$ cat config.mk
export PLATFORM = sky130hd
export DESIGN_NAME = preimage_scanner
export DESIGN_NICKNAME = d
export VERILOG_FILES = /design/src/rtl/preimage_scanner.sv
export SDC_FILE = /design/constraint.sdc
export NUM_CORES = 1
export LEC_CHECK = 0
export ABC_AREA = 0
export CORE_ASPECT_RATIO = 0.8
export CORE_MARGIN = 2
export CORE_UTILIZATION = 39
export DETAILED_ROUTE_END_ITERATION = 16
export GPL_TIMING_DRIVEN = 0
export MAX_ROUTING_LAYER = met4
export PLACE_DENSITY = 0.59
export SYNTH_ARGS = -nofsm -noshare
export SYNTH_HDL_FRONTEND = slang
export SYNTH_SLANG_ARGS = --single-unit
$ cat constraint.sdc
create_clock -name clk -period 3 [get_ports clk]
set_input_delay 0.3 -clock clk [delete_from_list [all_inputs] [get_ports clk]]
set_output_delay 0.3 -clock clk [all_outputs]
set_load 0.01 [all_outputs]
$ cat src/rtl/preimage_scanner.sv
// rtl/preimage_scanner.sv - streams every 4-bit input code whose truth-table entry equals a requested 2-bit output
module preimage_scanner #(
   parameter logic [31:0] TABLE = 32'hEEEE_76EC
) (
   input  logic       clk,
   input  logic       rst_n,
   input  logic       req_valid,
   output logic       req_ready,
   input  logic [1:0] req_target,
   output logic       out_valid,
   input  logic       out_ready,
   output logic [3:0] out_code,
   output logic       out_last,
   output logic       done,
   output logic [4:0] match_count
);

   typedef enum logic [1:0] {S_IDLE, S_SCAN, S_EMIT, S_DONE} state_t;

   state_t      state, state_n;
   logic [4:0]  idx, idx_n;
   logic [15:0] mask, mask_n;
   logic [15:0] hit_mask;
   logic [15:0] mask_above;
   logic [3:0]  code_n;
   logic        valid_n, last_n, done_n;
   logic [4:0]  count_n;

   // req_ready stays low while reset is asserted, even though the state is already IDLE
   assign req_ready = (state == S_IDLE) && rst_n;

   always_comb begin
      hit_mask = '0;
      for (int i = 0; i < 16; i++) begin
         hit_mask[i] = (TABLE[2*i +: 2] == req_target);
      end
   end

   // Matches strictly above the current index decide whether this one is the last
   assign mask_above = mask & (16'hFFFE << idx[3:0]);

   always_comb begin
      state_n = state;
      idx_n   = idx;
      mask_n  = mask;
      code_n  = out_code;
      valid_n = out_valid;
      last_n  = out_last;
      done_n  = 1'b0;
      count_n = match_count;
      case (state)
         S_IDLE: begin
            if (req_valid) begin
               mask_n  = hit_mask;
               idx_n   = 5'd0;
               count_n = 5'd0;
               state_n = S_SCAN;
            end
         end
         S_SCAN: begin
            if (mask[idx[3:0]]) begin
               code_n  = idx[3:0];
               valid_n = 1'b1;
               last_n  = (mask_above == 16'h0000);
               state_n = S_EMIT;
            end else if (idx == 5'd15) begin
               state_n = S_DONE;
               done_n  = 1'b1;
            end else begin
               idx_n = idx + 5'd1;
            end
         end
         S_EMIT: begin
            if (out_ready) begin
               valid_n = 1'b0;
               count_n = match_count + 5'd1;
               if (out_last) begin
                  state_n = S_DONE;
                  done_n  = 1'b1;
               end else begin
                  idx_n   = idx + 5'd1;
                  state_n = S_SCAN;
               end
            end
         end
         S_DONE: begin
            state_n = S_IDLE;
         end
         default: begin
            state_n = S_IDLE;
         end
      endcase
   end

   always_ff @(posedge clk) begin
      if (!rst_n) begin
         state       <= S_IDLE;
         idx         <= 5'd0;
         mask        <= 16'h0000;
         out_code    <= 4'd0;
         out_valid   <= 1'b0;
         out_last    <= 1'b0;
         done        <= 1'b0;
         match_count <= 5'd0;
      end else begin
         state       <= state_n;
         idx         <= idx_n;
         mask        <= mask_n;
         out_code    <= code_n;
         out_valid   <= valid_n;
         out_last    <= last_n;
         done        <= done_n;
         match_count <= count_n;
      end
   end

endmodule

==> flow_metrics.tcl, run 1 <==
set metrics [dict create \
    clkPwrFrac_pct 19.7 \
    worstPathRequired_ns 3.20 \
    dp_worst_setup_slack_ns 0.492 \
    switching_share_pct 40.2 \
    synth.top_cell.area_share_pct 35.4 \
    grt_busiest_layer "met2" \
    finalHoldViolations 0 \
    fp.dieH_um 55.7 \
    rows 18 \
    yosysUniqueCellTypes 34 \
    gr-total-overflow 0 \
    crit_type "register to register" \
    synth.largest_area_cell "dfxtp_1" \
    postSynthAreaPerCell_um2 8.24 \
    slew_headroom_pct 63.2 \
    diodes 0 \
    clockBufferDepth 2 \
    area_growth_pct 20.5 \
    arrival_ns 2.79 \
    grt_start_max_net_pins 14 \
    seq_area_frac_synth_pct 35.4 \
    finalCritPeriodShare_pct 86.4 \
    p_switching_mw 0.401 \
    coreArea_um2 3130 \
    clock_sinks 23 \
    io_buffers 17 \
    clock_skew_ns 0.00246 \
    slew_violations 0 \
    cp_max_fo 10 \
    nets 196 \
    cts_tree "yes" \
    routabilityCongestion 0.817 \
    grt_pass1_vias 1026 \
    grt_pass1_wl_um 4910 \
    multiInputGateArea_um2 754 \
    clk_pin_slew_ns 0.09 \
    p_comb_share_pct 42.3 \
    register_area_um2 460 \
    nFillCells 304 \
    cp-start-kind "register" \
    dp_hpwl_um 2170 \
    status "completed" \
    start_util_pct 41.6 \
    via_count 1187 \
    met2_usage_pct 24.7 \
    seqPwrFrac_pct 38.0 \
    wl_per_cell_um 13.3 \
    final_antenna_net_count 0 \
    finalSetupViolCount 0 \
    fp.dieW_um 68.6 \
    worst_pin_slew_ns 0.552 \
    min_period_ns 2.59 \
    rsz0062_at_grt "no" \
    synth_most_common_cell "dfxtp_1" \
    peakVddDrop_mv 0.311 \
    powerDensity_nw_per_um2 636 \
    synth_nets 174 \
    ys_warn_count 0 \
    cts_resized 0 \
    finalWirelength_um 2920 \
    netlist_area_um2 1300 \
    pin_count 19 \
    syn_inst 158 \
    drc 0 \
    antenna_found_initial 0 \
    die-area_um2 3820 \
    cp-end-kind "register" \
    drt-initial-drc-count 77 \
    synth-main-ff-cell "dfxtp_1" \
    max_freq_mhz 386 \
    worstHoldPathType "input pin to register" \
    synth.top_cells.by_count "dfxtp_1, nand2_1, nor2_1" \
    tns_ns 0 \
    post_cts_buffers 0 \
    clk-insertion-delay-late_ns 0.27 \
    via_per_inst 5.42 \
    power_leakage_nw 0.560 \
    cts_root_buffer "clkbuf_8" \
    cts_buffers 3 \
    grt.total_usage_pct 17.0 \
    synth-edff-count 0 \
    gr-usage-met3_pct 4.86 \
    yosys-top-cells-area "dfxtp_1, ha_1, mux2i_1, a21oi_1, nand2_1" \
    h-tree-depth 1 \
    internal-power_mw 0.597 \
    drive_gt1_share_pct 5.03 \
    dr.pass1.iters 4 \
    postCtsHoldBufs 0 \
    worst_slack_ns 0.407 \
    use_met1_pct 24.1 \
    synthArstFlopShare_pct 0 \
    yosys_register_bits 23 \
    drv_cap 0 \
]
-- placed cells by master (no fill, tap or decap), drive strengths merged --
cell and count:
o31a 1, dfxtp 23, nor4 1, inv 11, and3 1, a32oi 1, a21oi 12, o22ai 1
o21ai 10, mux2i 10, nor3 3, nand4 4, or2 1, a21o 1, nor2b 3, nand3 11
clkinv 1, nand2 16, nor3b 2, xor2 2, or3 2, clkbuf 8, buf 3, ha 10
clkdlybuf4s50 17, a2111o 1, a2111oi 2, or4 1, and2 1, nand3b 1, nor2 13, o211ai 2
and3b 1, a211oi 2
-- routing by layer --
metal,part of all wire (%),wire length [um]
met3,6.0,175
met1,50,1470
met5,0,0
met4,0.44,13
met2,43,1270
-- through the flow --
step	std cells	cell area [um2]	hold WS [ns]	util, %	power (mW)
after floorplan	158	1300	0.435	-	0.685
after global placement	215	1520	0.445	48.6	0.795
after detailed placement	215	1520	0.454	48.6	0.805
after CTS	219	1570	0.439	50.1	1.01
after global routing	219	1570	0.481	50.1	1.07
final	219	1570	0.453	50.1	0.998
-- path summary, 6_finish.rpt --
path	start	endpoint	slack, ns	cells after the start
worst max register to register	state[0]	idx[3]	0.41	8
worst min register to register	out_code[3]	out_code[3]	0.47	2
worst min-delay path	rst_n	out_last	0.45	3
worst max-delay path	state[0]	idx[3]	0.41	8
-- logic make-up after synthesis --
family,share of synthesized area [%]
AO/OA/AOI/OAI,16.3
XOR/XNOR,1.35
adder cells (fa/ha/maj),9.62
buffers and inverters,6.63
flip-flops,35.4
multiplexers,7.69
AND/OR/NAND/NOR,23.0
-- state kept, by name, summed over array words and instances, names as in the netlist --
name         cells
out_code         4
idx              5
state            2
done             1
out_valid        1
out_last         1
mask             4
match_count      5
-- area by class of cell --
| cell class | instances | area share [%] |
|---|---|---|
| Buffer | 8 | 2.87 |
| Tap cell | 40 | 3.19 |
| Inverter | 11 | 2.63 |
| Sequential cell | 23 | 29.4 |
| Clock buffer | 3 | 2.63 |
| Clock inverter | 1 | 0.319 |
| Timing Repair Buffer | 17 | 10.9 |
| Multi-Input combinational cell | 116 | 48.1 |
-- worst max-delay path, cell delays in order, from the launching register on --
cell and delay [ns]:
dfxtp_1 0.40, inv_1 0.11, ha_1 0.20, clkbuf_1 0.21, nor2b_1 0.23, a21oi_1 0.45, nand3_1 0.22, or4_1 0.54
o22ai_1 0.16
-- power by group through the flow --
stage          Sequential, mW  Clock (mW)  Combinational [mW]
4_1_cts                 0.379       0.206               0.421
5_1_grt                 0.384       0.219               0.468
6_report                0.379       0.197               0.422
2_1_floorplan           0.376           0               0.309
3_5_place_dp            0.386           0               0.420
3_3_place_gp            0.382           0               0.413
Power figures use the tool's default switching activity.
==> run 2: changes to the inputs <==
- CTS_CLUSTER_SIZE: not set -> 25
==> results of run 2 <==
The final DEF is identical to that of run 1; final timing and power are the same.
==> run 3: changes to the inputs <==
- ABC_CLOCK_PERIOD_IN_PS: not set -> 3000
==> results of run 3 <==
The final DEF is identical to that of run 1; final timing and power are the same.
==> variant: new RTL, settings of run 1 <==
Register the input `req_target` before use, cleared by the reset. The logic sees it one clock later. The other inputs are not delayed to match.
--- a/src/rtl/preimage_scanner.sv
+++ b/src/rtl/preimage_scanner.sv
@@ -17,6 +17,16 @@
 
    typedef enum logic [1:0] {S_IDLE, S_SCAN, S_EMIT, S_DONE} state_t;
 
+   logic [1:0] req_target_q;
+
+   always_ff @(posedge clk) begin
+      if (!rst_n) begin
+         req_target_q <= '0;
+      end else begin
+         req_target_q <= req_target;
+      end
+   end
+
    state_t      state, state_n;
    logic [4:0]  idx, idx_n;
    logic [15:0] mask, mask_n;
@@ -32,7 +42,7 @@
    always_comb begin
       hit_mask = '0;
       for (int i = 0; i < 16; i++) begin
-         hit_mask[i] = (TABLE[2*i +: 2] == req_target);
+         hit_mask[i] = (TABLE[2*i +: 2] == req_target_q);
       end
    end
 
Check against the original RTL: not equivalent (Yosys sat finds a counterexample within 4 cycles, from zero or initial values and one cycle with rst_n low).
==> variant against run 1 <==
Power up 5.3%. Cell count up 4.6%. Sequential cell count up 2. Clock skew up 0.0012 ns. Synthesized area up 6.5%. Worst setup slack worse by 0.084 ns. Die area up 6.1%. Routed wire length up 9.0%. Core utilization down 1.4 points. Design area up 6.4%. First-iteration DRC count down 3.9%. Critical path depth down 3. Fmax down 3.1%. Critical path type is now input port to primary output. Largest cell class unchanged.
==> variant: results (changes against run 1) <==
status finished clean (unchanged); syn nets 181 (was 174); CP top delay family buffers and inverters (was simple AND/OR/NAND/NOR gates); vias in the first global route 1,190 (was 1,026); HPWL after DPL 2.40 mm (was 2.17 mm); Synth Instances 165 (was 158); placed insts 225 (was 215); Worst IR Drop VDD 0.358 mV (was 0.311 mV); Area after DPL 1620 µm² (was 1520 µm²); initial DRC count 74 (was 77); P_leak 0.617 nW (was 0.560 nW); CTS resizes 0 (unchanged); CTS H-tree depth 1 (unchanged); routed wire length 3.19 mm (was 2.92 mm); Clock Skew 0.00363 ns (was 0.00246 ns); number of port buffers 18 (was 17); slowest stage cell, crit path clkdlybuf4s50_1 (was or4_1); Post-Route Utilization 0.487 (was 0.501); RD Place Congestion 0.830 (was 0.817); first-pass GRT wire length 5.64 mm (was 4.91 mm); setup slack at placement 0.303 ns (was 0.492 ns); Worst Min Path Start idx[4] (was rst_n); synth cell count leaders 25 x dfxtp_1, 17 x nand2_1, 15 x nor2_1, 11 x a21oi_1, 11 x inv_1 (was 23 x dfxtp_1, 16 x nand2_1, 13 x nor2_1, 12 x a21oi_1); # fillers 353 (was 304); Yosys cell types 37 (was 34); Total GRT Usage 0.179 (was 0.170); layout cells sized above 1 0.0642 (was 0.0503); largest net degree at the start of global routing 16 (was 14); ranking of synthesized cells by area dfxtp_1 36%, ha_1 9.0%, mux2i_1 7.2% (was dfxtp_1 35%, ha_1 9.6%, mux2i_1 7.7%); Hold Crit Endpoint idx[4] (was out_last); Nets 204 (was 196); WP data arrival 2.38 ns (was 2.79 ns); drt via density 5.33 (was 5.42); hold path depth 2 (was 3); hold slack 0.464 ns (was 0.453 ns); r2r setup slk 0.65 ns (was 0.41 ns); slew margin rel. 0.440 (was 0.632); HP Class flip-flop to flip-flop (was input port to flip-flop); Num CTS Buffers 3 (unchanged); clock root buffer clkbuf_8 (unchanged); sequential area share after synthesis 0.361 (was 0.354); Max clock buf depth 2 (unchanged); WL/cell 13.9 µm (was 13.3 µm)
==> variant: cell types whose count changed in the layout (fill, tap and decap cells not counted), sizes merged, moves of 2 or more <==
cell          run 1  this run
and2b             0         2
o21ai            10         7
a31oi             0         2
nor2b             3         1
nor2             13        15
and2              1         3
dfxtp            23        25
==> variant: how the worst max path moves through the flow <==
stage	depth (start not counted)	from	slack, ns	to
final	5	rst_n	0.32	req_ready
after global routing	5	rst_n	0.17	req_ready
after CTS	5	rst_n	0.30	req_ready
after detailed placement	5	rst_n	0.30	req_ready
after global placement	5	rst_n	0.33	req_ready
after floorplan	8	state[0]	1.01	idx[3]
==> variant: cell type report <==
cell class,count,share of cell area
Multi-Input combinational cell,121,0.469
Sequential cell,25,0.300
Timing Repair Buffer,18,0.108
Buffer,8,0.0375
Tap cell,42,0.0315
Clock buffer,3,0.0248
Inverter,11,0.0248
Clock inverter,1,0.00450
==> variant: cells by family after synthesis <==
group                    share of synthesized area
AND/OR/NAND/NOR                              0.234
AO/OA/AOI/OAI                                0.155
flip-flops                                   0.361
buffers and inverters                       0.0749
multiplexers                                0.0722
adder cells (fa/ha/maj)                     0.0903
XOR/XNOR                                    0.0126
==> variant: tightest hold or removal path: stages (launching register included) <==
cell	delay (ns)
dfxtp_1	0.32
nand2_1	0.05
mux2i_1	0.05
==> variant: power breakdown <==
group	leakage (nW)	switching, mW	total (mW)	internal [mW]
combinational	0.392	0.266	0.449	0.183
clock	0.0217	0.111	0.205	0.0941
sequential	0.203	0.0321	0.397	0.365
total	0.617	0.409	1.05	0.642
==> variant: layer usage <==
layer,GRT usage,wire length [µm],up-vias
li1,-,-,622
met2,0.279,1410,20
met1,0.248,1650,576
met5,-,0,-
met4,0.0216,17,0
met3,0.0424,104,2
